--- config.mk ---
export PLATFORM = sky130hd
export DESIGN_NAME = struct_byte_tx
export DESIGN_NICKNAME = d
export VERILOG_FILES = /design/src/rtl/struct_byte_tx.sv
export SDC_FILE = /design/constraint.sdc
export NUM_CORES = 1
export LEC_CHECK = 0
export ABC_AREA = 1
export BUFFER_PORTS_ARGS = -buffer_cell sky130_fd_sc_hd__buf_4
export CAP_MARGIN = 25
export CORE_ASPECT_RATIO = 0.7
export CORE_UTILIZATION = 54
export DETAILED_ROUTE_END_ITERATION = 6
export PLACE_DENSITY = 0.87
export SETUP_SLACK_MARGIN = 0.05
export SLEW_MARGIN = 10
export SYNTH_ARGS = -nofsm -noshare
export SYNTH_HDL_FRONTEND = slang
export SYNTH_SLANG_ARGS = --single-unit
--- constraint.sdc ---
create_clock -name clk -period 1.5 [get_ports clk]
set_clock_uncertainty 0.05 [all_clocks]
set_input_delay 0.15 -clock clk [delete_from_list [all_inputs] [get_ports clk]]
set_output_delay 0.15 -clock clk [all_outputs]
set_load 0.01 [all_outputs]
--- src/rtl/struct_byte_tx.sv ---
// ---------------------------------------------------------------------------
// struct_byte_tx
//
// Transmit end of the record byte-stream link. Accepts one 24-bit packed
// record per valid/ready handshake and serializes it onto an 8-bit
// valid/ready stream in field order:
//   byte0 = field1 (in_rec[23:16])
//   byte1 = field2[15:8]
//   byte2 = field2[7:0]
//   byte3 = byte0 ^ byte1 ^ byte2   (only when STRUCT_BYTE_TX_CHECKSUM_EN)
// out_last marks the final byte of each frame, and frame_cnt counts fully
// transmitted frames, wrapping at 2^CNT_W.
//
// Compile-time option:
//   STRUCT_BYTE_TX_CHECKSUM_EN  - when defined, appends the XOR checksum
//                                 byte (4-byte frames). When undefined,
//                                 frames are 3 bytes and no checksum logic
//                                 is built.
//
// Parameters:
//   CNT_W      width of the completed-frame counter
//
// Ports:
//   clk        single clock, rising edge
//   rst_n      asynchronous active-low reset
//   in_valid   upstream record valid
//   in_ready   transmitter can accept a record this cycle (combinational)
//   in_rec     packed record {field1[7:0], field2[15:0]}
//   out_valid  out_byte holds a valid byte
//   out_ready  downstream accepts the byte this cycle
//   out_byte   current byte (registered)
//   out_last   current byte ends the frame (registered)
//   frame_cnt  number of completed frames (wrapping)
// ---------------------------------------------------------------------------
module struct_byte_tx #(
    parameter int CNT_W = 16
) (
    input  logic             clk,
    input  logic             rst_n,
    input  logic             in_valid,
    output logic             in_ready,
    input  logic [23:0]      in_rec,
    output logic             out_valid,
    input  logic             out_ready,
    output logic [7:0]       out_byte,
    output logic             out_last,
    output logic [CNT_W-1:0] frame_cnt
);

    typedef enum logic {
        IDLE = 1'b0,
        SEND = 1'b1
    } state_t;

`ifdef STRUCT_BYTE_TX_CHECKSUM_EN
    localparam logic [1:0] LAST_IDX = 2'd3;
`else
    localparam logic [1:0] LAST_IDX = 2'd2;
`endif

    state_t             state, state_d;
    logic [23:0]        hold_rec, hold_rec_d;
    logic [1:0]         idx, idx_d;
    logic [7:0]         out_byte_d;
    logic               out_last_d;
    logic [CNT_W-1:0]   frame_cnt_d;
    logic               out_xfer;
    logic               accept;
    logic [1:0]         idx_next;

    // Selects the frame byte at position i of a record. Position 3 only
    // exists when the checksum byte is compiled in.
    function automatic logic [7:0] pick_byte(input logic [23:0] rec,
                                             input logic [1:0]  i);
        logic [7:0] b;
        b = 8'h00;
        case (i)
            2'd0:    b = rec[23:16];
            2'd1:    b = rec[15:8];
            2'd2:    b = rec[7:0];
            default: begin
`ifdef STRUCT_BYTE_TX_CHECKSUM_EN
                b = rec[23:16] ^ rec[15:8] ^ rec[7:0];
`else
                b = 8'h00;
`endif
            end
        endcase
        return b;
    endfunction

    // A frame is held exactly while in SEND, so out_valid follows the state
    // register and drops asynchronously with reset.
    assign out_valid = (state == SEND);
    assign out_xfer  = out_valid && out_ready;

    // A new record may be taken either when idle or on the very cycle the
    // last byte of the current frame leaves, which removes any gap between
    // back-to-back frames.
    assign in_ready  = (state == IDLE) || (out_xfer && out_last);
    assign accept    = in_valid && in_ready;
    assign idx_next  = idx + 2'd1;

    // Next-state and next-output logic. Acceptance is evaluated after the
    // byte-transfer branch so a same-cycle accept overrides the return to
    // IDLE and loads byte0 of the new record.
    always_comb begin
        state_d     = state;
        hold_rec_d  = hold_rec;
        idx_d       = idx;
        out_byte_d  = out_byte;
        out_last_d  = out_last;
        frame_cnt_d = frame_cnt;

        if (out_xfer) begin
            if (out_last) begin
                frame_cnt_d = frame_cnt + CNT_W'(1);
                state_d     = IDLE;
            end else begin
                idx_d      = idx_next;
                out_byte_d = pick_byte(hold_rec, idx_next);
                out_last_d = (idx_next == LAST_IDX);
            end
        end

        if (accept) begin
            state_d    = SEND;
            hold_rec_d = in_rec;
            idx_d      = 2'd0;
            out_byte_d = in_rec[23:16];
            out_last_d = 1'b0;
        end
    end

    // State and output registers. Reset aborts any frame in flight and
    // clears the frame counter.
    always_ff @(posedge clk or negedge rst_n) begin
        if (!rst_n) begin
            state     <= IDLE;
            hold_rec  <= 24'h000000;
            idx       <= 2'd0;
            out_byte  <= 8'h00;
            out_last  <= 1'b0;
            frame_cnt <= '0;
        end else begin
            state     <= state_d;
            hold_rec  <= hold_rec_d;
            idx       <= idx_d;
            out_byte  <= out_byte_d;
            out_last  <= out_last_d;
            frame_cnt <= frame_cnt_d;
        end
    end

endmodule

### Word level (Yosys, flattened, before mapping)

Index checks and enable logic that the tools add are counted.
Widths: inputs -> output; s select.

* register bits: 52
* input bits: 28

* equality and inequality tests: 3
* bitwise logic cells: 1
* mux-type cells: 13
* $add $sub $neg: 2
* reduce and logical (&&, ||, !) cells: 10

Operators with widths (count)
* $mux 8: 3
* $pmux 8 s3: 1
* $add 16x1->16 const B: 1
* $mux 1: 6
* $mux 2: 3
* $reduce_and 2->1: 3
* $reduce_bool 2->1: 2
* $logic_and 1x1->1: 3
* $add 2x1->2 const B: 1
* $eq 2x1->1 const B: 1
* $eq 2x2->1 const B: 1
* $logic_not 2->1: 1
* $ne 2x1->1 const B: 1
* $logic_or 1x1->1: 1
* $not 1->1: 1

### Depth between registers and ports, before layout

* depth after elaboration: 6
* gate-level depth with buffers: 9
* mapped depth without buffers: 8

### Least setup slack after synthesis

Ideal clock, no wire load.

* path kind: reg2reg
* start point: register state, in the netlist out_valid
* end point: register idx[1]
* buffers on the path: 1
* slack: 84 ps
* cell stages (with the launch flop): 8
* arrival: 1254 ps
* clock period less this slack: 1416 ps
* path through: dfrtp_1 -> nand3_4 -> nand2_2 -> nand2_4 -> nand2_4 -> buf_8 -> o21a_1 -> inv_1

* longest elaborated chain between the ends: 6
* elaborated cells between the ends (all ways): 9
* classes of those cells: eq/ne: 1; mux: 1; bitwise: 1; reduce/logical: 6

RTL lines
* from (decl): RTL line 61 `state_t state, state_d;`
* from (signal assigned): RTL line 146 `state <= state_d;`
* $logic_and 1x1->1: RTL line 95 `assign out_xfer = out_valid && out_ready;`
* $logic_and 1x1->1: RTL line 100 `assign in_ready = (state == IDLE) || (out_xfer && out_last);`
* $logic_or 1x1->1: RTL line 100
* $logic_and 1x1->1: RTL line 101 `assign accept = in_valid && in_ready;`
* $ne 2x1->1 (no source line) / $reduce_bool 2->1 (equally long branches)
* $reduce_and 2->1 (no source line)
* to (signal assigned): RTL line 148 `idx <= idx_d;`
* to (decl): RTL line 63 `logic [1:0] idx, idx_d;`

Several ways; a longest one is shown, not always the timed one.
A chain may end at the register's enable or synchronous reset.

### Worst setup path after layout

* start point: register state, in the netlist out_valid
* end point: register out_byte[1]

* longest elaborated chain between the ends: 6
* elaborated cells between the ends (all ways): 9
* classes of those cells: eq/ne: 1; mux: 1; bitwise: 1; reduce/logical: 6

RTL lines
* $logic_and 1x1->1: RTL line 95
* $logic_and 1x1->1: RTL line 100
* $logic_or 1x1->1: RTL line 100
* $logic_and 1x1->1: RTL line 101
* $ne 2x1->1 (no source line) / $reduce_bool 2->1 (equally long branches)
* $reduce_and 2->1 (no source line)
* to (signal assigned): RTL line 149 `out_byte <= out_byte_d;`
* to (decl): RTL line 45 `output logic [7:0] out_byte,`

Several ways; a longest one is shown, not always the timed one.

==> results.yml <==
status:
  outcome: "finished with violations"
  violations: "design-rule violations, negative setup slack"
yosys:
  yosys-top-cells-area: "dfrtp_1 (51%), nand2_1 (21%), nor2_1 (7.0%), nand3_1 (4.5%), inv_1 (3.1%)"
  ys_seq_area_share_pct: 50.9
  synth_fa_ha_area_share_pct: 2.45
  yosysTopAreaCell: "dfrtp_1"
  syn_inst: 327
  muxShareOfSynthArea_pct: 0
  ys_ff_latch: 52
  ys.warnings.count: 0
  synth_top_family_by_area: "simple AND/OR/NAND/NOR gates"
  synth_fp_nets: 360
  netlist_area_um2: 2560
  synth_compound_area_share_pct: 1.91
  synth_xor_area_share_pct: 2.40
  synth_top_area_share_pct: 50.9
  synth.avg_cell_area_um2: 7.82
  synthSimpleGateAreaFrac_pct: 36.6
  ys_types: 24
finish:
  design_area_um2: 3450
  fin_util_pct: 77.8
  layout.nets: 445
  antenna_cells: 0
  final_cell_mix: "nand2_1 (140), buf_4 (71), dfrtp_1 (50)"
  syn_to_final_growth_pct: 34.9
  n_fill_cell: 274
  multi_input_area_um2: 1170
  drive_gt1_share_pct: 24.5
  final_common_cell: "nand2_1"
  regArea_um2: 1300
placed_design:
  place_area_um2: 3060
  gp_congestion: 0.834
  dp_hpwl_um: 4360
  io_buffers: 54
worst_setup_path:
  cp-end-kind: "flop"
  slowest_stage: "dfrtp_2"
  crit_chain: "nand3_4, buf_4, a21oi_4, buf_12, nor2_1, nor2_1, nor2_1"
  max_stage_delay_ns: 0.46
  r2r_slack_ns: -0.03
  worstPathMaxFanout: 12
  r2r-start: "out_valid"
  path_common_cell: "nor2_1"
  cp-start-kind: "flop"
  cpLargestDelayFamily: "flip-flops"
  worst-path-buf-inv: 2
  reg2reg_depth: 7
  required_ns: 1.65
  path_class: "reg2reg"
  crit_arrival_ns: 1.68
  regToRegEndpoint: "out_byte[1]"
  cp.depth: 7
  crit_path_start: "out_valid"
timing:
  hold_violations: 0
  rsz0062_at_grt: "true"
  fin_crit_ns: 1.53
  tightestPinTransition_ns: 0.648
  setup_viol: 1
  slew_headroom_pct: 56.8
  slew_viol_final: 0
  worst_slack_ns: -0.0335
  worst_hold_slack_ns: 0.00481
  finalCritPeriodShare_pct: 102
  max_freq_ghz: 0.652
routing:
  vias: 2637
  drt_iter0_markers: 226
  wirelength_um: 7590
  wl_per_cell_um: 16.2
  drc: 6
  dr.pass1.iters: 7
  via_per_inst: 5.63
  ant_nets: 0
grt:
  grt_pass1_wl_um: 10500
  grt_max_degree: 53
  grt.overflow.total: 0
  grt_pass1_vias: 2272
  grt_util_all_layers_pct: 27.6
  antenna_found_initial: 0
die:
  io-pin-count: 55
  core_area_um2: 4430
  die_y_um: 59.6
  rows: 20
  start_util_pct: 57.7
  die-area_um2: 5020
  die_x_um: 84.2
power_and_ir_drop:
  powerDensity_nw_per_um2: 1700
  p_int_mw: 3.49
  irDropWorstVdd_mv: 1.19
  netSwitchingPower_mw: 2.35
  p_sw_share_pct: 40.2
  power.static_leakage_nw: 1.85
  pwr-share-comb_pct: 46.3
  pwr-share-seq_pct: 39.5
  clkPwrFrac_pct: 14.2
clock_tree:
  h-tree-depth: 2
  clock_latency_ns: 0.30
  path_clk_slew_ns: 0.09
  numCtsBuffers: 5
  root_buffer: "clkbuf_8"
  clock_tree.buffer_depth: 2
  tritoncts: "built"
  cts.sinks: 52
worst_hold_path:
  worstHoldPathCells: 3
  min_to: "hold_rec[4]"
  hold_path.class: "in2reg"
  worstHoldStart: "in_rec[4]"
run:
  cap_violations: 0
-- registers in the layout (all words and copies together) (netlist names) --
name and count:
hold_rec 24, out_last 1, out_byte 8, idx 2, out_valid 1, frame_cnt 16
-- power by group through the flow --
stage               combinational, mW  sequential, mW  clock [mW]
global route                     2.94            2.35       0.884
global placement                 2.08            2.28           0
CTS                              2.35            2.28       0.826
detailed placement               2.19            2.29           0
floorplan                        1.30            2.32           0
finish                           2.71            2.31       0.829
-- synthesized netlist by cell type --
master,number
o21ai_0,4
buf_8,1
xnor2_1,3
inv_1,21
xor2_1,4
nor2_4,1
nand3_1,23
dfrtp_1,52
clkbuf_1,2
buf_6,1
a21oi_4,1
a21oi_1,1
o21a_1,1
nand2_4,2
buf_4,2
ha_1,5
nand2_2,1
nand3b_1,3
nand2_1,141
nor2_1,48
buf_2,3
nand3_4,1
buf_1,1
nand4_1,5
-- logic make-up (layout without fill, tap and decap cells) --
kind of cell               count (synthesis)  after routing
buffers and inverters                     31            117
adders and majority gates                  5              5
DFF                                       52             52
xor gates and xnor gates                   7              7
and+or+nand+nor                          225            225
AOI/OAI and AO/OA                          7              7
-- layer usage --
layer  global-route usage [%]  wire (um)
met5                        0          0
met4                     10.6        278
met3                     5.71        616
met2                     45.6       3680
met1                     36.7       3020
-- how the worst max path moves through the flow --
stage | slack [ns] | to
floorplan | 0.08 | idx[1]
global placement | 0.09 | out_byte[3]
detailed placement | -0.02 | out_byte[0]
CTS | 0.05 | frame_cnt[7]
global route | -0.08 | out_byte[1]
finish | -0.03 | out_byte[1]
-- area by class of cell --
class / count / area share [%]
multi-input combinational: 244 / 33.9
tap: 55 / 2.00
inverter: 21 / 2.29
sequential: 52 / 37.8
clock buffer: 6 / 2.40
clock inverter: 2 / 0.290
timing repair buffer: 88 / 21.3
-- worst min-delay path, stage by stage --
cell and delay, ns:
buf_4 0.07, nand2_1 0.05, nand2_1 0.05
-- per-stage QoR --
stage	setup TNS (ns)	power [mW]	cells	worst slack [ns]
6_report	-0.0335	5.85	468	-0.0335
3_3_place_gp	0	4.36	437	0.0916
2_1_floorplan	0	3.62	327	0.0837
5_1_grt	-0.372	6.17	468	-0.0799
3_5_place_dp	-0.0231	4.48	437	-0.0231
4_1_cts	0	5.45	461	0.0520
-- what timing repair did --
action	4_1_cts	5_1_grt
pin swaps	2	4
hold endpoints to repair	64	0
setup buffers	3	7
hold buffers	13	0
setup endpoints to repair	11	35
gates resized for setup	8	14
Note: power is estimated with default switching activity, not from simulation.
